--- src/rtl/uart_tx.sv ---
// UART transmitter: start bit, LSB-first data, optional even parity, stop bit(s).
// Define UART_TX_PARITY_EN to insert one even-parity bit after the data MSB.
module uart_tx #(
  parameter int unsigned DataBits = 8,
  parameter int unsigned StopBits = 1
) (
  input  logic                i_clk,
  input  logic                i_rst_n,
  input  logic                i_en,
  input  logic [15:0]         i_scaler,
  input  logic [DataBits-1:0] i_data,
  input  logic                i_valid,
  output logic                o_ready,
  output logic                o_tx,
  output logic                o_busy,
  output logic                o_done
);

  localparam int unsigned IdxW = $clog2(DataBits);

`ifdef UART_TX_PARITY_EN
  typedef enum logic [2:0] {StIdle, StStart, StData, StParity, StStop} state_e;
`else
  typedef enum logic [1:0] {StIdle, StStart, StData, StStop} state_e;
`endif

  state_e              state_q;
  logic [15:0]         scale_q;
  logic [15:0]         cnt_q;
  logic [IdxW-1:0]     idx_q;
  logic [DataBits-1:0] shift_q;
  logic                tx_q;
  logic                busy_q;
  logic                done_q;
`ifdef UART_TX_PARITY_EN
  logic                par_q;
`endif

  // Compare before increment so scale_q = 16'hFFFF never overflows the counter.
  logic bit_end;
  assign bit_end = (cnt_q == scale_q);

  assign o_ready = (state_q == StIdle) && i_en && i_rst_n;
  assign o_tx    = tx_q;
  assign o_busy  = busy_q;
  assign o_done  = done_q;

  always_ff @(posedge i_clk or negedge i_rst_n) begin
    if (!i_rst_n) begin
      state_q <= StIdle;
      scale_q <= '0;
      cnt_q   <= '0;
      idx_q   <= '0;
      shift_q <= '0;
      tx_q    <= 1'b1;
      busy_q  <= 1'b0;
      done_q  <= 1'b0;
`ifdef UART_TX_PARITY_EN
      par_q   <= 1'b0;
`endif
    end else if (!i_en) begin
      state_q <= StIdle;
      cnt_q   <= '0;
      idx_q   <= '0;
      tx_q    <= 1'b1;
      busy_q  <= 1'b0;
      done_q  <= 1'b0;
    end else begin
      done_q <= 1'b0;
      unique case (state_q)
        StIdle: begin
          if (i_valid) begin
            shift_q <= i_data;
            scale_q <= i_scaler;
            cnt_q   <= '0;
            idx_q   <= '0;
            tx_q    <= 1'b0;
            busy_q  <= 1'b1;
            state_q <= StStart;
`ifdef UART_TX_PARITY_EN
            par_q   <= ^i_data;
`endif
          end
        end
        StStart: begin
          if (bit_end) begin
            cnt_q   <= '0;
            tx_q    <= shift_q[0];
            state_q <= StData;
          end else begin
            cnt_q <= cnt_q + 16'd1;
          end
        end
        StData: begin
          if (bit_end) begin
            cnt_q   <= '0;
            shift_q <= shift_q >> 1;
            if (idx_q == IdxW'(DataBits - 1)) begin
              idx_q <= '0;
`ifdef UART_TX_PARITY_EN
              tx_q    <= par_q;
              state_q <= StParity;
`else
              tx_q    <= 1'b1;
              state_q <= StStop;
`endif
            end else begin
              idx_q <= idx_q + 1'b1;
              tx_q  <= shift_q[1];
            end
          end else begin
            cnt_q <= cnt_q + 16'd1;
          end
        end
`ifdef UART_TX_PARITY_EN
        StParity: begin
          if (bit_end) begin
            cnt_q   <= '0;
            tx_q    <= 1'b1;
            state_q <= StStop;
          end else begin
            cnt_q <= cnt_q + 16'd1;
          end
        end
`endif
        StStop: begin
          if (bit_end) begin
            cnt_q <= '0;
            // idx_q doubles as the stop-bit counter.
            if (idx_q == IdxW'(StopBits - 1)) begin
              idx_q   <= '0;
              busy_q  <= 1'b0;
              done_q  <= 1'b1;
              state_q <= StIdle;
            end else begin
              idx_q <= idx_q + 1'b1;
            end
          end else begin
            cnt_q <= cnt_q + 16'd1;
          end
        end
        default: state_q <= StIdle;
      endcase
    end
  end

endmodule

--- config.mk ---
export PLATFORM = sky130hd
export DESIGN_NAME = uart_tx
export DESIGN_NICKNAME = d
export VERILOG_FILES = /design/src/rtl/uart_tx.sv
export SDC_FILE = /design/constraint.sdc
export NUM_CORES = 1
export LEC_CHECK = 0
export BUFFER_PORTS_ARGS = -buffer_cell sky130_fd_sc_hd__buf_2
export CAP_MARGIN = 20
export CORE_UTILIZATION = 40
export DETAILED_ROUTE_END_ITERATION = 12
export PLACE_DENSITY = 0.56
export SLEW_MARGIN = 20
export SYNTH_ARGS = -nofsm -noshare
export SYNTH_HDL_FRONTEND = slang
export SYNTH_SLANG_ARGS = --single-unit
--- constraint.sdc ---
create_clock -name i_clk -period 2.7 [get_ports i_clk]
set_input_delay 0.135 -clock i_clk [delete_from_list [all_inputs] [get_ports i_clk]]
set_output_delay 0.135 -clock i_clk [all_outputs]
set_load 0.01 [all_outputs]
==> results.json <==
{
  "run_status": "finished clean",
  "grt_use_met2_pct": 30.1,
  "crit_fanout": 8,
  "power_frac_comb_pct": 36.6,
  "synth_most_common_cell": "dfrtp_1",
  "routabilityCongestion": 0.844,
  "yosysTopAreaCellShare_pct": 45.2,
  "setup_slack_ps": 504,
  "wl_per_cell_um": 15.0,
  "place_ws_ps": 495,
  "area_delta_synth_final_pct": 13.5,
  "avgViaCountPerCell": 5.23,
  "cp.required_ps": 2890,
  "clock_skew_ps": 8.00,
  "ant_nets": 0,
  "boundaryPins": 32,
  "initial_core_util_pct": 41.2,
  "cts_resized": 0,
  "power_density_mw_per_mm2": 878,
  "port_buffers": 31,
  "clockPowerShare_pct": 19.9,
  "setup_viol": 0,
  "switchingPower_mw": 0.871,
  "layout-drive-gt1-share_pct": 26.7,
  "grt.overflow.total": 0,
  "clock_sinks": 48,
  "hold_viol": 0,
  "critPathKind": "flip-flop to flip-flop",
  "fin_tns_setup_ps": 0,
  "synth_commonest_cells": "47 x dfrtp_1, 24 x nand2_1, 23 x mux2_2, 22 x nor2_1, 21 x xor2_1",
  "use_met3_pct": 3.74,
  "synth_edf_count": 0,
  "grt_usage_pct": 18.2,
  "hp-class": "primary input to flip-flop",
  "power_frac_seq_pct": 43.4,
  "syn_inst": 246,
  "num_vias": 1871,
  "dieArea_sq_mm": 0.00683,
  "crit_arrival_ps": 2390,
  "synth-seq-cells": 48,
  "synth_top_family_by_area": "simple AND/OR/NAND/NOR gates",
  "worst_pin_slew_ps": 608,
  "synthTopCellsByArea": "dfrtp_1 45%, mux2_2 10%, xor2_1 7.1%",
  "yosysWarnings": 0,
  "ys_seq_area_share_pct": 46.2,
  "p_sw_share_pct": 33.6,
  "async_flop_share_pct": 100,
  "grtUsageMet1_pct": 23.8,
  "antenna_found_initial": 0,
  "slew_headroom_pct": 59.5,
  "cts_tree": "yes",
  "synth_flop_cell": "dfrtp_1",
  "die_width_um": 82.7,
  "busiest_layer": "met2",
  "finalPower_mw": 2.59,
  "synth-simple-area-share_pct": 15.7,
  "num_rows": 29,
  "drv_slew": 0,
  "first_pass_iters": 4,
  "peakVddDrop_uv": 414,
  "rsz0062_at_grt": "false",
  "ys_types": 39,
  "p_int_mw": 1.72,
  "grt_pass1_vias": 1898,
  "synthAdderAreaFrac_pct": 3.85,
  "drc_errors": 0,
  "worst_skew_pair.late_latency_ps": 300,
  "grt_start_max_net_pins": 49,
  "finalNetCount": 316,
  "antenna_cells": 0,
  "synthesis.nets": 282,
  "synth.area.mux_share_pct": 15.5,
  "cts_buffers": 5,
  "max_cap_viol_count": 0,
  "fmax_mhz": 455,
  "synth_compound_area_share_pct": 6.49,
  "grt_pass1_wl_um": 9200,
  "routed_wl_um": 5380,
  "die_h_um": 82.7,
  "syn_area_sq_mm": 0.00260,
  "cts_max_level": 2,
  "leakage_nw": 1.40,
  "hpwl_um": 3860,
  "cts_root_buf": "clkbuf_8",
  "critPathCaptureType": "flip-flop",
  "min_period_ps": 2200,
  "core_sq_mm": 0.00631,
  "synth-xor-area-share_pct": 9.09,
  "nFillCells": 633,
  "min_period_over_period_pct": 81.3,
  "clk_path_buf_depth": 2,
  "drt_iter0_markers": 84,
  "synth_area_per_cell_sq_um": 10.6,
  "cp-start-kind": "flip-flop",
  "synth_top_cell_by_area": "dfrtp_1",
  "clkSlewWorstSetupHoldPaths_ps": 90
}
cell families after synthesis:
group / count (synthesis)
XOR/XNOR: 27
buffers and inverters: 18
AO/OA/AOI/OAI: 26
multiplexers: 34
AND/OR/NAND/NOR: 85
adder cells (fa/ha/maj): 8
flip-flops: 48
repair_timing:
item                                   in CTS  in global routing
endpoints found under the hold margin      13                  0
setup buffers                               0                  0
hold buffers                                1                  0
critical path: stages (launching register included):
cell,delay (ps)
dfrtp_1,440
inv_1,90
ha_1,300
nor2b_1,410
nand2_1,100
a22o_1,390
mux2_4,360
layout make-up:
class | count | area, sq um | share of cell area, %
Clock buffer | 6 | 72.6 | 2.46
Clock inverter | 2 | 35.0 | 1.19
Inverter | 9 | 33.8 | 1.14
Multi-Input combinational cell | 180 | 1320 | 44.6
Sequential cell | 48 | 1200 | 40.7
Tap cell | 77 | 96.3 | 3.26
Timing Repair Buffer | 36 | 195 | 6.61
sequential cells by signal, summed over array words and instances (netlist names):
signal and flops:
idx_q 3, state_q 2, cnt_q 16, scale_q 16, o_done 1, o_busy 1, o_tx 1, shift_q 8
layer usage:
layer | share of wire [%] | vias to the layer above
li1 | - | 919
met5 | 0 | -
met2 | 47 | 32
met3 | 2.9 | 7
met4 | 1.6 | 0
met1 | 49 | 913
power groups by stage:
stage / Combinational (mW) / Clock [mW] / Sequential (mW)
2_1_floorplan: 0.759 / 0 / 1.09
3_5_place_dp: 0.961 / 0 / 1.14
6_report: 0.950 / 0.516 / 1.13
4_1_cts: 0.963 / 0.536 / 1.13
3_3_place_gp: 0.957 / 0 / 1.14
5_1_grt: 1.06 / 0.554 / 1.16
path summary, 6_finish.rpt:
check | startpoint | to | slack [ps] | cells past startpoint
max | state_q[0]$_DFFE_PN0P_ | shift_q[6]$_DFFE_PN0P_ | 500 | 6
min | i_scaler[12] | scale_q[12]$_DFFE_PN0P_ | 60 | 2
max reg2reg | state_q[0]$_DFFE_PN0P_ | shift_q[6]$_DFFE_PN0P_ | 500 | 6
min reg2reg | o_tx$_DFFE_PN1P_ | o_tx$_DFFE_PN1P_ | 470 | 2
max in group asynchronous | i_rst_n | idx_q[2]$_DFFE_PN0P_ | 1780 | 3
min in group asynchronous | i_rst_n | scale_q[3]$_DFFE_PN0P_ | 510 | 3
layout by cell type (no fill, tap or decap), types with 8 or more instances in the layout:
master	count
dfrtp_1	47
buf_2	31
nand2_1	24
mux2_2	23
nor2_1	22
xor2_1	21
a21oi_1	9
inv_1	8
nand4_1	8
nand3_1	8
ha_1	8
metrics by stage:
step	cell area [sq um]	utilization, %	hold WS [ps]	std cells
finish	2950	46.8	56.7	358
global route	2950	46.8	56.6	358
CTS	2950	46.8	48.8	358
detailed placement	2840	44.9	331	349
global placement	2840	44.9	325	349
floorplan	2600	-	-161	246
(Power assumes the default switching activity.)
